File: src/rtl/atan_poly_pkg.sv
// Shared definitions for the atan polynomial pipeline.
//
// Purpose:
//   Provides the pipeline latency constant, the coefficient-select
//   encodings, and the accumulator width derivation. Both the RTL and the
//   testbench import this package.
//
// Contents:
//   LAT         - cycles from acceptance to val_o while the pipe is not stalled
//   coef_sel_e  - coefficient register select (A, B, C, reserved)
//   acc_w()     - accumulator width for the given coefficient and input widths
package atan_poly_pkg;

  localparam int LAT = 4;

  typedef enum logic [1:0] {
    COEF_SEL_A    = 2'd0,
    COEF_SEL_B    = 2'd1,
    COEF_SEL_C    = 2'd2,
    COEF_SEL_RSVD = 2'd3
  } coef_sel_e;

  // The accumulator needs room for three terms. The widest term is
  // A*x^2 (COEF_W + 2*IN_W bits). Two extra bits hold the sum of all
  // three terms, so the sum can never wrap.
  function automatic int acc_w(input int coef_w, input int in_w);
    return coef_w + 2 * in_w + 2;
  endfunction

endpackage

File: src/rtl/atan_poly_pipe_if.sv
// Bus interface for atan_poly_pipe.
//
// Purpose:
//   Groups the sample handshake, the coefficient write port and the result
//   handshake into one bundle.
//
// Signals:
//   val_i / rdy_o / data_i            - upstream sample handshake, x unsigned
//   coef_we / coef_sel / coef_data    - coefficient write port
//   val_o / rdy_i / data_o / sat_o    - downstream result handshake
//
// Modports:
//   slave  - the pipeline side (receives samples, produces results)
//   master - the environment side
interface atan_poly_pipe_if #(
  parameter int IN_W   = 8,
  parameter int COEF_W = 16,
  parameter int OUT_W  = 16
);

  logic              val_i;
  logic              rdy_o;
  logic [IN_W-1:0]   data_i;
  logic              coef_we;
  logic [1:0]        coef_sel;
  logic [COEF_W-1:0] coef_data;
  logic              val_o;
  logic              rdy_i;
  logic [OUT_W-1:0]  data_o;
  logic              sat_o;

  modport slave (
    input  val_i, data_i, coef_we, coef_sel, coef_data, rdy_i,
    output rdy_o, val_o, data_o, sat_o
  );

  modport master (
    output val_i, data_i, coef_we, coef_sel, coef_data, rdy_i,
    input  rdy_o, val_o, data_o, sat_o
  );

endinterface

File: src/rtl/atan_poly_mul.sv
// Registered signed-by-unsigned multiplier with clock enable.
//
// Purpose:
//   Computes o_p = i_a * i_b and registers the result when i_en is high.
//   i_a is signed and i_b is unsigned. The product always fits in AW+BW
//   signed bits.
//
// Ports:
//   clk   in   1       clock, rising edge
//   i_en  in   1       register enable (the pipeline's global advance)
//   i_a   in   AW      signed operand
//   i_b   in   BW      unsigned operand
//   o_p   out  AW+BW   registered signed product
module atan_poly_mul #(
  parameter int AW = 16,
  parameter int BW = 8
) (
  input  logic                 clk,
  input  logic                 i_en,
  input  logic signed [AW-1:0] i_a,
  input  logic        [BW-1:0] i_b,
  output logic signed [AW+BW-1:0] o_p
);

  localparam int PW = AW + BW;

  logic signed [PW-1:0] w_a_ext;
  logic signed [PW-1:0] w_b_ext;
  logic signed [PW-1:0] w_prod;
  logic signed [PW-1:0] r_p;

  // Both operands are widened to the product width before multiplying:
  // the signed one by sign extension, the unsigned one with zeros.
  // A PW-wide signed multiply then gives the exact result with no spare
  // bits to discard.
  assign w_a_ext = {{BW{i_a[AW-1]}}, i_a};
  assign w_b_ext = {{AW{1'b0}}, i_b};
  assign w_prod  = w_a_ext * w_b_ext;

  // The product register advances together with the rest of the pipeline
  // and holds its value while the pipeline is stalled.
  always_ff @(posedge clk) begin
    if (i_en) begin
      r_p <= w_prod;
    end
  end

  assign o_p = r_p;

endmodule

File: src/rtl/atan_poly_pipe.sv
// Pipelined second-order polynomial evaluator, y = A*x^2 + B*x + C.
//
// Purpose:
//   Evaluates a polynomial for atan-style approximation.
//   - x is unsigned Q0.IN_W.
//   - A, B and C are signed Q(COEF_W-12).12 and can be loaded at run time.
//   - Each accepted sample carries the coefficients that were active when
//     it was accepted.
//   - The pipeline has 4 stages and advances on one global enable.
//
// Ports:
//   clk      in   1   clock, rising edge
//   rst      in   1   synchronous active-high reset
//   io_bus   slave modport of atan_poly_pipe_if
//            (sample in, coefficient write, result out)
//
// Configuration:
//   ATAN_POLY_SAT_EN  defined   - results outside the OUT_W signed range
//                                 clip to max/min and sat_o is set
//                     undefined - results wrap to the low OUT_W bits and
//                                 sat_o stays 0
module atan_poly_pipe
  import atan_poly_pkg::*;
#(
  parameter int IN_W  = 8,
  parameter int COEF_W = 16,
  parameter int OUT_W = 16,
  parameter int SHIFT = 16,
  parameter logic signed [COEF_W-1:0] A_DEF = 16'sh0000,
  parameter logic signed [COEF_W-1:0] B_DEF = 16'sh0C91,
  parameter logic signed [COEF_W-1:0] C_DEF = 16'sh0000
) (
  input  logic clk,
  input  logic rst,
  atan_poly_pipe_if.slave io_bus
);

  localparam int ACC_W = acc_w(COEF_W, IN_W);
  localparam int X2_W  = 2 * IN_W + 1;
  localparam int PA_W  = COEF_W + X2_W;
  localparam int PB_W  = COEF_W + IN_W;

  logic w_en;

  logic signed [COEF_W-1:0] r_coef_a;
  logic signed [COEF_W-1:0] r_coef_b;
  logic signed [COEF_W-1:0] r_coef_c;

  logic                     r_v1;
  logic        [IN_W-1:0]   r_x1;
  logic signed [COEF_W-1:0] r_a1;
  logic signed [COEF_W-1:0] r_b1;
  logic signed [COEF_W-1:0] r_c1;
  logic signed [X2_W-1:0]   w_x2;

  logic                     r_v2;
  logic signed [PA_W-1:0]   w_pa;
  logic signed [PB_W-1:0]   w_pb;
  logic signed [COEF_W-1:0] r_c2;

  logic                     r_v3;
  logic signed [ACC_W-1:0]  w_pa_ext;
  logic signed [ACC_W-1:0]  w_pb_ext;
  logic signed [ACC_W-1:0]  w_c_ext;
  logic signed [ACC_W-1:0]  w_acc_sum;
  logic signed [ACC_W-1:0]  r_acc;

  logic signed [ACC_W-1:0]  w_r;
  logic        [OUT_W-1:0]  w_data_next;
  logic                     w_sat_next;
  logic                     r_val_o;
  logic        [OUT_W-1:0]  r_data_o;
  logic                     r_sat_o;

  // The whole pipe moves as one. It advances whenever the output register
  // is empty or its content is being taken downstream. Bubbles advance like
  // samples, so latency stays fixed at LAT cycles.
  assign w_en          = !r_val_o || io_bus.rdy_i;
  assign io_bus.rdy_o  = w_en;
  assign io_bus.val_o  = r_val_o;
  assign io_bus.data_o = r_data_o;
  assign io_bus.sat_o  = r_sat_o;

  // Active coefficient registers. A write lands even while the pipe is
  // stalled. A sample accepted on the same edge has already snapshotted
  // the old value in stage 1. Reset wins over a simultaneous write.
  always_ff @(posedge clk) begin
    if (rst) begin
      r_coef_a <= A_DEF;
      r_coef_b <= B_DEF;
      r_coef_c <= C_DEF;
    end else if (io_bus.coef_we) begin
      case (coef_sel_e'(io_bus.coef_sel))
        COEF_SEL_A:    r_coef_a <= io_bus.coef_data;
        COEF_SEL_B:    r_coef_b <= io_bus.coef_data;
        COEF_SEL_C:    r_coef_c <= io_bus.coef_data;
        COEF_SEL_RSVD: ;
        default:       ;
      endcase
    end
  end

  // Stage 1 multiplier: x^2. A zero is prepended to x so the signed
  // multiplier treats it as a non-negative value.
  atan_poly_mul #(.AW(IN_W + 1), .BW(IN_W)) u_mul_x2 (
    .clk  (clk),
    .i_en (w_en),
    .i_a  ({1'b0, io_bus.data_i}),
    .i_b  (io_bus.data_i),
    .o_p  (w_x2)
  );

  // Stage 2 multiplier: A*x^2. x^2 is never negative, so it is passed as
  // the unsigned operand.
  atan_poly_mul #(.AW(COEF_W), .BW(X2_W)) u_mul_pa (
    .clk  (clk),
    .i_en (w_en),
    .i_a  (r_a1),
    .i_b  (w_x2),
    .o_p  (w_pa)
  );

  // Stage 2 multiplier: B*x.
  atan_poly_mul #(.AW(COEF_W), .BW(IN_W)) u_mul_pb (
    .clk  (clk),
    .i_en (w_en),
    .i_a  (r_b1),
    .i_b  (r_x1),
    .o_p  (w_pb)
  );

  // Stage data registers, stages 1 to 3.
  // - Stage 1 captures x and snapshots the coefficients.
  // - Stage 2 carries C alongside the products.
  // - Stage 3 holds the sum.
  // These registers have no reset: their contents only matter under a
  // stage valid bit, and reset clears all the valid bits.
  always_ff @(posedge clk) begin
    if (w_en) begin
      r_x1  <= io_bus.data_i;
      r_a1  <= r_coef_a;
      r_b1  <= r_coef_b;
      r_c1  <= r_coef_c;
      r_c2  <= r_c1;
      r_acc <= w_acc_sum;
    end
  end

  // Align all three terms to a common fixed point before summing.
  // - A*x^2 already carries 2*IN_W fraction bits from x.
  // - B*x carries IN_W fraction bits, so it is shifted up by IN_W.
  // - C carries none from x, so it is shifted up by 2*IN_W.
  assign w_pa_ext  = {{(ACC_W - PA_W){w_pa[PA_W-1]}}, w_pa};
  assign w_pb_ext  = {{(ACC_W - PB_W){w_pb[PB_W-1]}}, w_pb};
  assign w_c_ext   = {{(ACC_W - COEF_W){r_c2[COEF_W-1]}}, r_c2};
  assign w_acc_sum = w_pa_ext + (w_pb_ext <<< IN_W) + (w_c_ext <<< (2 * IN_W));

  assign w_r = r_acc >>> SHIFT;

  // Reduce the scaled sum to the output width. The clipped path
  // recognises overflow when the bits from OUT_W-1 upward are not all
  // copies of the sign bit.
  always_comb begin
    w_data_next = w_r[OUT_W-1:0];
    w_sat_next  = 1'b0;
`ifdef ATAN_POLY_SAT_EN
    if (w_r[ACC_W-1:OUT_W-1] != {(ACC_W - OUT_W + 1){w_r[ACC_W-1]}}) begin
      w_sat_next  = 1'b1;
      w_data_next = w_r[ACC_W-1] ? {1'b1, {(OUT_W - 1){1'b0}}}
                                 : {1'b0, {(OUT_W - 1){1'b1}}};
    end
`endif
  end

`ifndef ATAN_POLY_SAT_EN
  // In the wrapping build the bits above OUT_W are simply dropped.
  logic w_unused_hi;
  assign w_unused_hi = ^w_r[ACC_W-1:OUT_W];
`endif

  // Valid chain and output register. Reset drops every in-flight sample
  // and clears the result. While stalled, everything holds so a result
  // that has not been taken stays stable.
  always_ff @(posedge clk) begin
    if (rst) begin
      r_v1     <= 1'b0;
      r_v2     <= 1'b0;
      r_v3     <= 1'b0;
      r_val_o  <= 1'b0;
      r_data_o <= '0;
      r_sat_o  <= 1'b0;
    end else if (w_en) begin
      r_v1     <= io_bus.val_i;
      r_v2     <= r_v1;
      r_v3     <= r_v2;
      r_val_o  <= r_v3;
      r_data_o <= w_data_next;
      r_sat_o  <= w_sat_next;
    end
  end

endmodule

File: src/flat_wrapper.sv
// flat-port wrapper written by rule: the top's interface ports become plain ports
module atan_poly_pipe_flat import atan_poly_pkg::*;
#(
  parameter int IN_W  = 8,
  parameter int COEF_W = 16,
  parameter int OUT_W = 16,
  parameter int SHIFT = 16,
  parameter logic signed [COEF_W-1:0] A_DEF = 16'sh0000,
  parameter logic signed [COEF_W-1:0] B_DEF = 16'sh0C91,
  parameter logic signed [COEF_W-1:0] C_DEF = 16'sh0000
)
  (clk, rst, io_bus_val_i, io_bus_data_i, io_bus_coef_we, io_bus_coef_sel, io_bus_coef_data, io_bus_rdy_i, io_bus_rdy_o, io_bus_val_o, io_bus_data_o, io_bus_sat_o);
  atan_poly_pipe_if #(.IN_W(IN_W), .COEF_W(COEF_W), .OUT_W(OUT_W)) io_bus_i ();
  input  logic clk;
  input  logic rst;
  input wire logic [$bits(io_bus_i.val_i)-1:0] io_bus_val_i;
  input wire logic [$bits(io_bus_i.data_i)-1:0] io_bus_data_i;
  input wire logic [$bits(io_bus_i.coef_we)-1:0] io_bus_coef_we;
  input wire logic [$bits(io_bus_i.coef_sel)-1:0] io_bus_coef_sel;
  input wire logic [$bits(io_bus_i.coef_data)-1:0] io_bus_coef_data;
  input wire logic [$bits(io_bus_i.rdy_i)-1:0] io_bus_rdy_i;
  output wire logic [$bits(io_bus_i.rdy_o)-1:0] io_bus_rdy_o;
  output wire logic [$bits(io_bus_i.val_o)-1:0] io_bus_val_o;
  output wire logic [$bits(io_bus_i.data_o)-1:0] io_bus_data_o;
  output wire logic [$bits(io_bus_i.sat_o)-1:0] io_bus_sat_o;
  assign io_bus_i.val_i = io_bus_val_i;
  assign io_bus_i.data_i = io_bus_data_i;
  assign io_bus_i.coef_we = io_bus_coef_we;
  assign io_bus_i.coef_sel = io_bus_coef_sel;
  assign io_bus_i.coef_data = io_bus_coef_data;
  assign io_bus_i.rdy_i = io_bus_rdy_i;
  assign io_bus_rdy_o = io_bus_i.rdy_o;
  assign io_bus_val_o = io_bus_i.val_o;
  assign io_bus_data_o = io_bus_i.data_o;
  assign io_bus_sat_o = io_bus_i.sat_o;
  atan_poly_pipe #(.IN_W(IN_W), .COEF_W(COEF_W), .OUT_W(OUT_W), .SHIFT(SHIFT), .A_DEF(A_DEF), .B_DEF(B_DEF), .C_DEF(C_DEF)) u_core (.clk(clk), .rst(rst), .io_bus(io_bus_i));
endmodule
File: config.mk
export PLATFORM = sky130hd
export DESIGN_NAME = atan_poly_pipe_flat
export DESIGN_NICKNAME = d
export VERILOG_FILES = /design/src/rtl/atan_poly_pkg.sv /design/src/rtl/atan_poly_pipe_if.sv /design/src/rtl/atan_poly_mul.sv /design/src/rtl/atan_poly_pipe.sv /design/src/flat_wrapper.sv
export SDC_FILE = /design/constraint.sdc
export NUM_CORES = 1
export LEC_CHECK = 0
export CORE_UTILIZATION = 25
export CTS_CLUSTER_DIAMETER = 120
export DETAILED_ROUTE_END_ITERATION = 8
export HOLD_SLACK_MARGIN = 0.12
export SLEW_MARGIN = 15
export SYNTH_ARGS = -nofsm -noshare
export SYNTH_HDL_FRONTEND = slang
export SYNTH_HIERARCHICAL = 1
export SYNTH_SLANG_ARGS = --single-unit
File: constraint.sdc
create_clock -name clk -period 14.73 [get_ports clk]
set_clock_uncertainty 0.05 [all_clocks]
set_input_delay 2.2095 -clock clk [delete_from_list [all_inputs] [get_ports clk]]
set_output_delay 2.2095 -clock clk [all_outputs]
set_load 0.05 [all_outputs]
=== After elaboration in Yosys (flattened, before gate mapping) ===
Index checks and enable logic that the tools add are counted.

* Multiply operators: 3
* Reduce and logical (&&, ||, !) cells: 6
* Mux-type cells: 0
* Add/sub/neg operators: 2
* Bitwise operators: 0
* Order comparisons: 0
* Eq/ne operators: 2
* Shifts and indexed selects: 0
* Div/mod/pow operators: 0

{| class="wikitable"
|+ Operators with widths
! operator !! count
|-
| 32-bit adder || 2
|-
| 16-bit by 18-bit multiplier with 32-bit output || 1
|-
| 16-bit by 9-bit multiplier with 24-bit output || 1
|-
| 8-bit by 8-bit multiplier with 16-bit output || 1
|-
| 2-bit AND reduction || 3
|-
| 2-bit by 1-bit equality test with 1-bit output, second input constant || 1
|-
| 2-bit equality test, second input constant || 1
|-
| 2-bit logical NOT || 1
|-
| 1-bit logical NOT || 1
|-
| 1-bit logical OR || 1
|}

* Flip-flop bits (word level): 245
* Bits in writable memories: 0
* Logic and storage cells: 30
* Memory bits (read-only): 0
* Memories: 0
* Bits in latches: 0

=== Depth between registers and ports, before layout ===
Gate-level depths: netlist of run 1.

* Depth in word-level cells: 2
* Mapped depth: 24
* Depth with buffers taken out: 21

=== Cells and area by module ===
The synthesis of run 1 kept the hierarchy.

{| class="wikitable"
|+ By module, submodules not included
! module !! area each (um2) !! sequential area each (um2) !! cells an instance !! instances
|-
| atan_poly_mul at u_core.u_mul_pa || 10336.2 || 991.0 || 1109 || 1
|-
| atan_poly_pipe || 6382.4 || 4003.8 || 542 || 1
|-
| atan_poly_mul at u_core.u_mul_pb || 5397.7 || 720.7 || 599 || 1
|-
| atan_poly_mul at u_core.u_mul_x2 || 3244.4 || 510.5 || 337 || 1
|}

=== Worst setup path after synthesis of run 1 ===
OpenSTA, ideal clock, no wires.

* Path kind: input-to-output
* Start point: input port io_bus_rdy_i
* End point: output port io_bus_rdy_o
* Stages: 3
* Data required time: 12.470 ns
* Path buffers: 1
* Path slack: 5.172 ns
* Arrival: 7.299 ns
* Cells stage by stage: nor2b_1 inv_1 clkbuf_1

* Cells in the longest elaborated chain, start to end: 1

{| class="wikitable"
|+ Ends and longest elaborated chain
! what !! RTL line !! source
|-
| start, declared || flat_wrapper.sv:21 || <nowiki>input wire logic [$bits(io_bus_i.rdy_i)-1:0] io_bus_rdy_i;</nowiki>
|-
| 1-bit logical OR || atan_poly_pipe.sv:78 || <nowiki>assign w_en = !r_val_o || io_bus.rdy_i;</nowiki>
|-
| end, declared || flat_wrapper.sv:22 || <nowiki>output wire logic [$bits(io_bus_i.rdy_o)-1:0] io_bus_rdy_o;</nowiki>
|}

Every way passes these cells.

=== Worst setup path after layout of run 1 ===
Ends and elaborated chain as after synthesis.

==> results of run 1 <==
-- metal layers --
metal  part of all wire, %  global-route usage (%)  wire, µm  vias to the layer above
li1                      -                       -         -                     7931
met1                    48                   15.42     26730                     8206
met2                    46                   18.62     25720                      248
met3                   4.1                   1.624      2305                       64
met4                   2.0                   2.492      1110                        0
met5                     0                       0         0                        -
-- cell type report --
class | instances | area share, %
well taps | 1287 | 5.844
multi-input cells | 1728 | 60.52
clock buffers | 36 | 2.529
inverters | 523 | 7.142
clock inverters | 10 | 0.3769
flip-flops and latches | 221 | 21.61
repair buffers | 57 | 1.971
-- stage by stage --
step	cells	total power, µW	hold slack, ns	util [%]
after floorplan	2558	2652	0.3503	-
after global placement	3816	3189	0.3557	27.15
after detailed placement	3816	3216	0.3617	27.15
after CTS	3862	3848	0.3712	27.96
after global routing	3862	4165	0.3821	27.96
final	3862	3808	0.3681	27.96
-- layout by cell type (no fill, tap or decap), types with 5 or more instances in the layout --
master and instances:
a211oi_1 5, nand2b_1 13, nand3b_1 8, o21ai_1 12
xor2_1 23, clkbuf_1 8, o21a_1 10, xnor2_1 51
edfxtp_1 153, buf_4 9, clkdlybuf4s50_1 47, inv_6 5
a21oi_1 125, o21ai_0 31, a21o_1 33, and2_1 224
ha_1 227, a31oi_1 9, nand2_1 414, and3_1 5
dfxtp_1 68, or3_1 5, nand4_1 8, o31ai_1 7
fa_1 381, nand3_1 7, inv_1 521, clkbuf_16 25
nor2_1 45, nor3_1 7
-- critical path, stage by stage --
cell and delay [ns]:
clkdlybuf4s50_1 0.47, nor2b_2 0.04, buf_4 0.21, inv_6 0.57, clkdlybuf4s50_1 0.96
-- worst paths after layout --
check	from	endpoint	slack, ns	depth (start not counted)
worst max-delay path	io_bus_rdy_i	io_bus_rdy_o	7.99	5
worst min-delay path	u_core/r_coef_b[7]	u_core/r_b1[7]	0.37	0
worst max register to register	u_core/r_a1[9]	u_core/u_mul_pa/o_p[29]	8.07	20
worst min register to register	u_core/r_coef_b[7]	u_core/r_b1[7]	0.37	0
-- sequential cells by signal (all words and copies together), names as in the netlist --
register	cells
u_core/u_mul_pa/o_p	24
u_core/u_mul_pb/o_p	24
u_core/u_mul_x2/o_p	17
u_core/io_bus.data_o	16
u_core/r_a1	16
u_core/r_acc	16
u_core/r_b1	16
u_core/r_c1	16
u_core/r_c2	16
u_core/r_coef_a	16
u_core/r_coef_b	16
u_core/r_coef_c	16
u_core/r_x1	8
u_core/io_bus.val_o	1
u_core/r_v1	1
u_core/r_v2	1
u_core/r_v3	1
-- power by group through the flow --
stage	registers (µW)	clock network [µW]	logic, µW
6_report	1070	610	2130
5_1_grt	1090	648	2430
4_1_cts	1070	627	2150
3_5_place_dp	1080	0	2130
3_3_place_gp	1080	0	2110
2_1_floorplan	998	0	1650
==> impl_metrics.xml, run 1 <==
<?xml version="1.0" encoding="UTF-8"?>
<metrics>
  <group name="sta">
    <metric name="final_max_slew_viol_count" unit="">0</metric>
    <metric name="layout_worst_path_cycle_share" unit="%">45.78</metric>
    <metric name="max_slew.worst_pin.slew" unit="ns">1.036</metric>
    <metric name="report.final.setup_viol" unit="">0</metric>
    <metric name="report.final.hold_viol_count" unit="">0</metric>
    <metric name="max_freq" unit="GHz">0.1483</metric>
    <metric name="grt_setup_unrepaired" unit="">no</metric>
    <metric name="timing.final.ws_setup" unit="ns">7.986</metric>
    <metric name="fin_tns_setup" unit="ns">0</metric>
    <metric name="worst_slew_margin_relative_to_its_limit" unit="%">30.67</metric>
    <metric name="timing.final.crit_period" unit="ns">6.744</metric>
  </group>
  <group name="critical_path">
    <metric name="setup.worst_path.class" unit="">in -&gt; out</metric>
    <metric name="maximum_fanout_along_the_worst_path" unit="">105</metric>
    <metric name="setup.worst_path.start_class" unit="">primary input</metric>
    <metric name="setup.worst_path.end_class" unit="">primary output</metric>
    <metric name="timing.critical_path.arrival" unit="ns">4.48</metric>
    <metric name="worst_ep_required_time" unit="ns">12.47</metric>
  </group>
  <group name="clock_network">
    <metric name="max-clock-path-buffers" unit="">3</metric>
    <metric name="numCtsBuffers" unit="">25</metric>
    <metric name="clk_root_buffer_cell" unit="">clkbuf_16</metric>
    <metric name="post_cts_resize_count" unit="">0</metric>
    <metric name="clock_tree_from_tritoncts" unit="">done</metric>
    <metric name="h-tree-depth" unit="">1</metric>
    <metric name="post_cts.repair.setup_buffers" unit="">0</metric>
    <metric name="worstSkewPairLatency" unit="ns">0.54</metric>
    <metric name="clk_pin_slew" unit="ns">0.07</metric>
    <metric name="cts_num_sinks" unit="">221</metric>
    <metric name="cts_hold_buffers" unit="">0</metric>
  </group>
  <group name="route">
    <metric name="detailedRoute.firstIterationViolations" unit="">745</metric>
    <metric name="post_drt_via_cell_ratio" unit="">4.259</metric>
    <metric name="drt-pass1-iter-count" unit="">5</metric>
    <metric name="postRouteAntennaNets" unit="">0</metric>
    <metric name="drcViolationCount" unit="">0</metric>
    <metric name="via_count" unit="">16450</metric>
    <metric name="detail_route.wl_per_cell" unit="µm">14.47</metric>
    <metric name="wl" unit="mm">55.86</metric>
  </group>
  <group name="power_and_ir_drop">
    <metric name="power.switching_fraction" unit="%">44.77</metric>
    <metric name="power_density" unit="nW/µm²">138.2</metric>
    <metric name="seq_power_share" unit="%">28.1</metric>
    <metric name="pwr-share-clk" unit="%">16.0</metric>
    <metric name="power_switching" unit="µW">1705</metric>
    <metric name="comb_power_share" unit="%">55.8</metric>
    <metric name="power_leakage" unit="µW">0.01289</metric>
    <metric name="p_int" unit="µW">2103</metric>
    <metric name="ir_drop" unit="mV">0.1007</metric>
  </group>
  <group name="cells_and_area">
    <metric name="fillCellCount" unit="">10360</metric>
    <metric name="area.growth.synth_to_final" unit="%">10.50</metric>
    <metric name="stdcell_area" unit="µm²">27560</metric>
    <metric name="final-seq-area" unit="µm²">5956</metric>
    <metric name="insertedDiodeCount" unit="">0</metric>
    <metric name="multiInputGateArea" unit="µm²">16680</metric>
    <metric name="share_of_post_route_cells_with_drive_strength_above_1" unit="%">3.184</metric>
    <metric name="number_of_nets_in_the_final_layout" unit="">3195</metric>
  </group>
  <group name="global_route">
    <metric name="overall_overflow_remaining_after_global_route" unit="">0</metric>
    <metric name="grt_pass1_wl" unit="mm">92.32</metric>
    <metric name="first_global_vias" unit="">17430</metric>
    <metric name="grt_start_max_net_pins" unit="">106</metric>
    <metric name="grtUsageTotal" unit="%">11.23</metric>
    <metric name="grt_antenna_before_repair" unit="">2</metric>
  </group>
  <group name="placed_design">
    <metric name="dpl.hpwl" unit="mm">44.15</metric>
    <metric name="placement.setup.worst_slack" unit="ns">7.767</metric>
    <metric name="numPortBuffers" unit="">48</metric>
    <metric name="dpl_cell_area" unit="µm²">26760</metric>
    <metric name="place.gp.congestion" unit="">0.8190</metric>
  </group>
  <group name="die">
    <metric name="initial_core_util" unit="%">25.30</metric>
    <metric name="std_cell_rows" unit="">115</metric>
    <metric name="io-pin-count" unit="">50</metric>
    <metric name="die_w" unit="µm">317.8</metric>
    <metric name="design.die.area" unit="µm²">101000</metric>
    <metric name="placeableCoreArea" unit="µm²">98560</metric>
    <metric name="chipHeight" unit="µm">317.8</metric>
  </group>
  <group name="synthesis">
    <metric name="post_synth_instance_area" unit="µm²">24940</metric>
    <metric name="synthesis.area_per_instance" unit="µm²">9.753</metric>
    <metric name="syn-instance-count" unit="">2557</metric>
    <metric name="yosysWarnings" unit="">6</metric>
  </group>
  <group name="job">
    <metric name="cap_viol_max_count" unit="">0</metric>
  </group>
  <group name="hold_path">
    <metric name="worst_hold_path_type" unit="">reg -&gt; reg</metric>
  </group>
  <group name="run_status">
    <metric name="outcome" unit="">finished clean</metric>
  </group>
</metrics>
No activity file was read; power rests on OpenSTA's default activity.
==> run 2, diff against run 1 <==
clock period = 6.1 ns   (was 14.73 ns; I/O delays follow)
==> impl_metrics.xml, run 2 (synthesized netlist as in run 1, its figures left out) <==
<?xml version="1.0" encoding="UTF-8"?>
<metrics>
  <group name="die">
    <metric name="io-pin-count" unit="">50</metric>
    <metric name="die_w" unit="µm">317.8</metric>
    <metric name="chipHeight" unit="µm">317.8</metric>
    <metric name="initial_core_util" unit="%">25.30</metric>
    <metric name="placeableCoreArea" unit="µm²">98560</metric>
    <metric name="design.die.area" unit="µm²">101000</metric>
    <metric name="std_cell_rows" unit="">115</metric>
  </group>
  <group name="cells_and_area">
    <metric name="stdcell_area" unit="µm²">28720</metric>
    <metric name="number_of_nets_in_the_final_layout" unit="">3317</metric>
    <metric name="insertedDiodeCount" unit="">0</metric>
    <metric name="final_cell_count_no_fill" unit="">3984</metric>
    <metric name="share_of_post_route_cells_with_drive_strength_above_1" unit="%">8.862</metric>
    <metric name="mostFrequentLayoutCell" unit="">inv_1</metric>
    <metric name="fillCellCount" unit="">10330</metric>
    <metric name="layout.cells.most_common_list" unit="">inv_1, nand2_1, fa_1</metric>
    <metric name="area.growth.synth_to_final" unit="%">15.14</metric>
  </group>
  <group name="sta">
    <metric name="report.final.hold_viol_count" unit="">0</metric>
    <metric name="report.final.setup_viol" unit="">0</metric>
    <metric name="layout_worst_path_cycle_share" unit="%">96.21</metric>
    <metric name="max_freq" unit="GHz">0.1704</metric>
    <metric name="worst_slew_margin_relative_to_its_limit" unit="%">26.14</metric>
    <metric name="final_max_slew_viol_count" unit="">0</metric>
    <metric name="timing.final.crit_period" unit="ns">5.869</metric>
    <metric name="max_slew.worst_pin.slew" unit="ns">1.104</metric>
  </group>
  <group name="clock_network">
    <metric name="cts_hold_buffers" unit="">0</metric>
    <metric name="h-tree-depth" unit="">1</metric>
    <metric name="max-clock-path-buffers" unit="">3</metric>
    <metric name="numCtsBuffers" unit="">25</metric>
    <metric name="cts_num_sinks" unit="">221</metric>
    <metric name="clk_pin_slew" unit="ns">0.06</metric>
    <metric name="clk_root_buffer_cell" unit="">clkbuf_16</metric>
    <metric name="worstSkewPairLatency" unit="ns">0.55</metric>
    <metric name="clock_tree_from_tritoncts" unit="">done</metric>
  </group>
  <group name="global_route">
    <metric name="grtUsageTotal" unit="%">11.30</metric>
    <metric name="grt_start_max_net_pins" unit="">69</metric>
    <metric name="grt_pass1_wl" unit="mm">93.32</metric>
    <metric name="overall_overflow_remaining_after_global_route" unit="">0</metric>
    <metric name="grt_antenna_before_repair" unit="">1</metric>
    <metric name="first_global_vias" unit="">17690</metric>
  </group>
  <group name="power_and_ir_drop">
    <metric name="power_leakage" unit="µW">0.01352</metric>
    <metric name="seq_power_share" unit="%">25.1</metric>
    <metric name="ir_drop" unit="mV">0.1735</metric>
    <metric name="power.switching_fraction" unit="%">43.95</metric>
    <metric name="p_int" unit="µW">5355</metric>
    <metric name="power_switching" unit="µW">4199</metric>
    <metric name="comb_power_share" unit="%">60.1</metric>
    <metric name="pwr-share-clk" unit="%">14.8</metric>
    <metric name="power_density" unit="nW/µm²">332.7</metric>
  </group>
  <group name="critical_path">
    <metric name="setup.worst_path.start_class" unit="">register</metric>
    <metric name="maximum_fanout_along_the_worst_path" unit="">7</metric>
    <metric name="setup.worst_path.end_class" unit="">register</metric>
    <metric name="reg2reg_depth" unit="">22</metric>
    <metric name="worst_ep_required_time" unit="ns">6.33</metric>
    <metric name="setup.worst_path.class" unit="">reg -&gt; reg</metric>
    <metric name="timing.critical_path.arrival" unit="ns">6.10</metric>
  </group>
  <group name="placed_design">
    <metric name="place.gp.congestion" unit="">0.8724</metric>
    <metric name="dpl_cell_area" unit="µm²">27320</metric>
    <metric name="numPortBuffers" unit="">48</metric>
    <metric name="numPlacedInstances" unit="">3890</metric>
    <metric name="dpl.hpwl" unit="mm">46.45</metric>
  </group>
  <group name="job">
    <metric name="cap_viol_max_count" unit="">0</metric>
  </group>
  <group name="route">
    <metric name="post_drt_via_cell_ratio" unit="">4.283</metric>
    <metric name="postRouteAntennaNets" unit="">0</metric>
    <metric name="detail_route.wl_per_cell" unit="µm">14.37</metric>
    <metric name="drcViolationCount" unit="">0</metric>
    <metric name="wl" unit="mm">57.26</metric>
    <metric name="via_count" unit="">17060</metric>
    <metric name="detailedRoute.firstIterationViolations" unit="">905</metric>
    <metric name="drt-pass1-iter-count" unit="">5</metric>
  </group>
  <group name="hold_path">
    <metric name="holdPathStages" unit="">0</metric>
    <metric name="worst_hold_path_type" unit="">reg -&gt; reg</metric>
  </group>
  <group name="run_status">
    <metric name="outcome" unit="">finished clean</metric>
  </group>
</metrics>
==> run 2: cell types whose count changed in the layout (fill, tap and decap cells not counted), moves of 6 or more <==
cell,delta
buf_4,+110
buf_6,+6
ha_1,-8
ha_4,+7
==> run 2: critical path, cell delays in order, from the launching register on <==
cell and delay, ns:
edfxtp_1 0.55, buf_6 0.19, buf_4 0.14, and2_1 0.16, fa_1 0.47, inv_1 0.05, fa_1 0.44, fa_2 0.53
inv_1 0.05, ha_1 0.31, fa_1 0.53, inv_1 0.05, fa_1 0.53, inv_1 0.06, ha_4 0.26, a21oi_2 0.15
o211ai_1 0.11, buf_4 0.16, o21bai_4 0.18, buf_4 0.16, a221oi_2 0.21, o21bai_1 0.10, xor2_1 0.15
==> run 2: final timing paths <==
path | endpoint | slack (ns) | from
min reg2reg | u_core/r_c2[7] | 0.37 | u_core/r_c1[7]
min | u_core/r_c2[7] | 0.37 | u_core/r_c1[7]
max reg2reg | u_core/u_mul_pa/o_p[17] | 0.23 | u_core/u_mul_x2/o_p[5]
max | u_core/u_mul_pa/o_p[17] | 0.23 | u_core/u_mul_x2/o_p[5]
==> run 2: cell type report <==
type,count,area [µm²],share of cell area (%)
inverter,523,1968,6.854
timing repair buffer,179,1496,5.211
clock inverter,13,101.3,0.3529
sequential,221,5956,20.74
clock buffer,33,675.6,2.353
tap,1287,1610,5.608
multi-input combinational,1728,16910,58.88
==> run 2: timing repair <==
action                                  4_1_cts  5_1_grt
endpoints found under the setup margin        2       17
resized for setup                             1       48
buffers inserted                              2       45
pin swaps                                     0       34
gates cloned                                  0        1
==> run 2: per-layer routing <==
layer | part of all wire, % | track usage (%)
met4 | 1.8 | 2.406
met3 | 4.2 | 1.414
met1 | 47 | 15.50
met5 | 0 | 0
met2 | 47 | 18.94
==> run 2: through the flow <==
| stage | hold WS, ns | utilization, % | setup slack [ns] | power [µW] | TNS (ns) |
|---|---|---|---|---|---|
| floorplan | 0.3503 | - | 0.08719 | 6402 | 0 |
| global route | 0.3750 | 29.13 | -0.02079 | 10460 | -0.07524 |
| global placement | 0.3516 | 27.72 | 0.02910 | 7902 | 0 |
| detailed placement | 0.3545 | 27.72 | -0.01642 | 7957 | -0.03115 |
| finish | 0.3673 | 29.13 | 0.2310 | 9554 | 0 |
| CTS | 0.3687 | 28.53 | 0.004635 | 9426 | 0 |
==> run 2: power groups by stage <==
stage	sequential, µW	clock [µW]	combinational [µW]
2_1_floorplan	2410	0	3990
3_3_place_gp	2460	0	5440
3_5_place_dp	2480	0	5480
4_1_cts	2450	1460	5520
5_1_grt	2440	1510	6520
6_report	2400	1420	5740
==> run 3, diff against run 2 <==
MAX_ROUTING_LAYER = met4   (was unset)
==> impl_metrics.xml, run 3 (synthesized netlist as in run 1, its figures left out) <==
<?xml version="1.0" encoding="UTF-8"?>
<metrics>
  <group name="run_status">
    <metric name="outcome" unit="">finished clean</metric>
  </group>
  <group name="power_and_ir_drop">
    <metric name="power_density" unit="nW/µm²">331.4</metric>
    <metric name="power_leakage" unit="µW">0.01346</metric>
    <metric name="ir_drop" unit="mV">0.1740</metric>
  </group>
  <group name="hold_path">
    <metric name="holdPathStages" unit="">0</metric>
    <metric name="worst_hold_path_type" unit="">reg -&gt; reg</metric>
  </group>
  <group name="sta">
    <metric name="layout_worst_path_cycle_share" unit="%">97.12</metric>
    <metric name="report.final.setup_viol" unit="">0</metric>
    <metric name="whs" unit="ns">0.3673</metric>
    <metric name="max_freq" unit="GHz">0.1688</metric>
    <metric name="grt_setup_unrepaired" unit="">yes</metric>
    <metric name="max_slew.worst_pin.slew" unit="ns">1.069</metric>
    <metric name="worst_slew_margin_relative_to_its_limit" unit="%">28.49</metric>
    <metric name="report.final.hold_viol_count" unit="">0</metric>
    <metric name="fin_tns_setup" unit="ns">0</metric>
    <metric name="timing.final.crit_period" unit="ns">5.924</metric>
    <metric name="timing.final.ws_setup" unit="ns">0.1758</metric>
    <metric name="final_max_slew_viol_count" unit="">0</metric>
  </group>
  <group name="clock_network">
    <metric name="clk_root_buffer_cell" unit="">clkbuf_16</metric>
    <metric name="clk_pin_slew" unit="ns">0.06</metric>
    <metric name="clock_tree_from_tritoncts" unit="">done</metric>
    <metric name="worstSkewPairLatency" unit="ns">0.55</metric>
    <metric name="numCtsBuffers" unit="">25</metric>
    <metric name="cts_num_sinks" unit="">221</metric>
    <metric name="max-clock-path-buffers" unit="">3</metric>
    <metric name="cts_hold_buffers" unit="">0</metric>
    <metric name="h-tree-depth" unit="">1</metric>
  </group>
  <group name="cells_and_area">
    <metric name="fillCellCount" unit="">10350</metric>
    <metric name="layout.cells.most_common_list" unit="">inv_1, nand2_1, fa_1</metric>
    <metric name="stdcell_area" unit="µm²">28540</metric>
    <metric name="number_of_nets_in_the_final_layout" unit="">3305</metric>
    <metric name="area.growth.synth_to_final" unit="%">14.45</metric>
    <metric name="mostFrequentLayoutCell" unit="">inv_1</metric>
    <metric name="share_of_post_route_cells_with_drive_strength_above_1" unit="%">8.156</metric>
  </group>
  <group name="global_route">
    <metric name="use_met3" unit="%">1.478</metric>
    <metric name="grt_start_max_net_pins" unit="">69</metric>
    <metric name="globalRoute.busiestLayer" unit="">met2</metric>
    <metric name="first_global_vias" unit="">17730</metric>
    <metric name="globalRouteMet1Util" unit="%">15.42</metric>
    <metric name="overall_overflow_remaining_after_global_route" unit="">0</metric>
    <metric name="grt_antenna_before_repair" unit="">1</metric>
    <metric name="grt_pass1_wl" unit="mm">93.28</metric>
    <metric name="globalRouteMet2Util" unit="%">18.99</metric>
    <metric name="grtUsageTotal" unit="%">11.63</metric>
  </group>
  <group name="critical_path">
    <metric name="register_to_register_path_setup_slack" unit="ns">0.18</metric>
    <metric name="setup.worst_path.class" unit="">reg -&gt; reg</metric>
    <metric name="cpMostUsedCell" unit="">fa_1</metric>
    <metric name="critical-path-max-stage-delay" unit="ns">0.57</metric>
    <metric name="endpoint" unit="">u_core/u_mul_pa/o_p[28]</metric>
    <metric name="worst_path_max_delay_cell" unit="">fa_1</metric>
    <metric name="reg2reg_depth" unit="">18</metric>
    <metric name="worst_ep_required_time" unit="ns">6.36</metric>
    <metric name="setup.worst_path.start_class" unit="">register</metric>
    <metric name="maximum_fanout_along_the_worst_path" unit="">7</metric>
    <metric name="critical_path.cell_chain" unit="">buf_4 &gt; and2_1 &gt; fa_1 &gt; fa_1 &gt; fa_1 &gt; fa_1 &gt; fa_1 &gt; inv_1 &gt; fa_1 &gt; inv_1 &gt; ha_1 &gt; and3_1 &gt; and3_4 &gt; a221oi_2 &gt; o211ai_2 &gt; a41oi_4 &gt; o21ai_1 &gt; xnor2_1</metric>
    <metric name="end_of_the_worst_register_to_register_path" unit="">u_core/u_mul_pa/o_p[28]</metric>
    <metric name="reg_to_reg_start" unit="">u_core/u_mul_x2/o_p[5]</metric>
    <metric name="timing.critical_path.arrival" unit="ns">6.18</metric>
    <metric name="critical_path.startpoint" unit="">u_core/u_mul_x2/o_p[5]</metric>
    <metric name="setup.worst_path.end_class" unit="">register</metric>
  </group>
  <group name="die">
    <metric name="io-pin-count" unit="">50</metric>
    <metric name="chipHeight" unit="µm">317.8</metric>
    <metric name="die_w" unit="µm">317.8</metric>
    <metric name="initial_core_util" unit="%">25.30</metric>
    <metric name="std_cell_rows" unit="">115</metric>
    <metric name="placeableCoreArea" unit="µm²">98560</metric>
    <metric name="design.die.area" unit="µm²">101000</metric>
  </group>
  <group name="route">
    <metric name="wl" unit="mm">57.03</metric>
    <metric name="postRouteAntennaNets" unit="">0</metric>
    <metric name="detailedRoute.firstIterationViolations" unit="">835</metric>
    <metric name="drt-pass1-iter-count" unit="">5</metric>
    <metric name="detail_route.wl_per_cell" unit="µm">14.35</metric>
    <metric name="drcViolationCount" unit="">0</metric>
    <metric name="post_drt_via_cell_ratio" unit="">4.277</metric>
    <metric name="via_count" unit="">16990</metric>
  </group>
  <group name="placed_design">
    <metric name="dpl.hpwl" unit="mm">46.45</metric>
    <metric name="numPortBuffers" unit="">48</metric>
    <metric name="place.gp.congestion" unit="">0.8866</metric>
    <metric name="placement.setup.worst_slack" unit="ns">-0.01642</metric>
    <metric name="dpl_cell_area" unit="µm²">27320</metric>
  </group>
  <group name="job">
    <metric name="cap_viol_max_count" unit="">0</metric>
  </group>
</metrics>
[run 3: cell types whose count changed in the layout (fill, tap and decap cells not counted), moves of 2 or more]
cell / change
buf_2: +2
ha_1: +4
fa_1: +2
fa_2: -2
buf_4: -13
ha_4: -4
[run 3: per-stage QoR]
step                cells  power (µW)  utilization [%]
floorplan            2558        6402                -
global placement     3890        7902            27.72
detailed placement   3890        7957            27.72
CTS                  3938        9426            28.53
global route         3972       10360            28.96
finish               3973        9459            28.96
[run 3: cell type report]
cell class	instances	area, µm²	area share, %
Clock buffer	33	675.6	2.367
Sequential cell	221	5956	20.87
Antenna cell	1	2.502	0.008767
Clock inverter	13	101.3	0.3551
Timing Repair Buffer	167	1413	4.949
Inverter	523	1968	6.895
Multi-Input combinational cell	1728	16820	58.92
Tap cell	1287	1610	5.642
[run 3: timing repair]
item,in CTS,in global routing
gates resized for setup,1,34
buffers inserted,2,34
hold endpoints to repair,0,0
endpoints found under the setup margin,2,17
pin swaps,0,22
[run 3: per-layer routing]
metal | wire length [µm] | part of all wire, %
met1 | 27090 | 47
met2 | 26590 | 47
met3 | 2376 | 4.2
met4 | 977 | 1.7
met5 | 0 | 0
[run 3: worst min-delay path by stage]
stage,start,to,slack [ns]
floorplan,u_core/r_c1[0],u_core/r_c2[0],0.35
global placement,u_core/r_c1[3],u_core/r_c2[3],0.35
detailed placement,u_core/r_c1[10],u_core/r_c2[10],0.35
CTS,u_core/r_c1[10],u_core/r_c2[10],0.37
global route,u_core/r_c1[10],u_core/r_c2[10],0.37
finish,u_core/r_c1[7],u_core/r_c2[7],0.37
[run 3: worst max-delay path: cells and delay by family, from the launching register on]
kind            cells  cell delay [ns]
fa+ha+maj           7             3.41
compound gates      4             0.70
flops               1             0.54
simple gates        3             0.52
buf+inv             3             0.30
xor+xnor            1             0.13
[run 3: power breakdown]
group	internal, µW	switching (µW)	total (µW)
clock network	792	626	1420
logic	2370	3270	5650
registers	2140	257	2400
total	5300	4160	9460
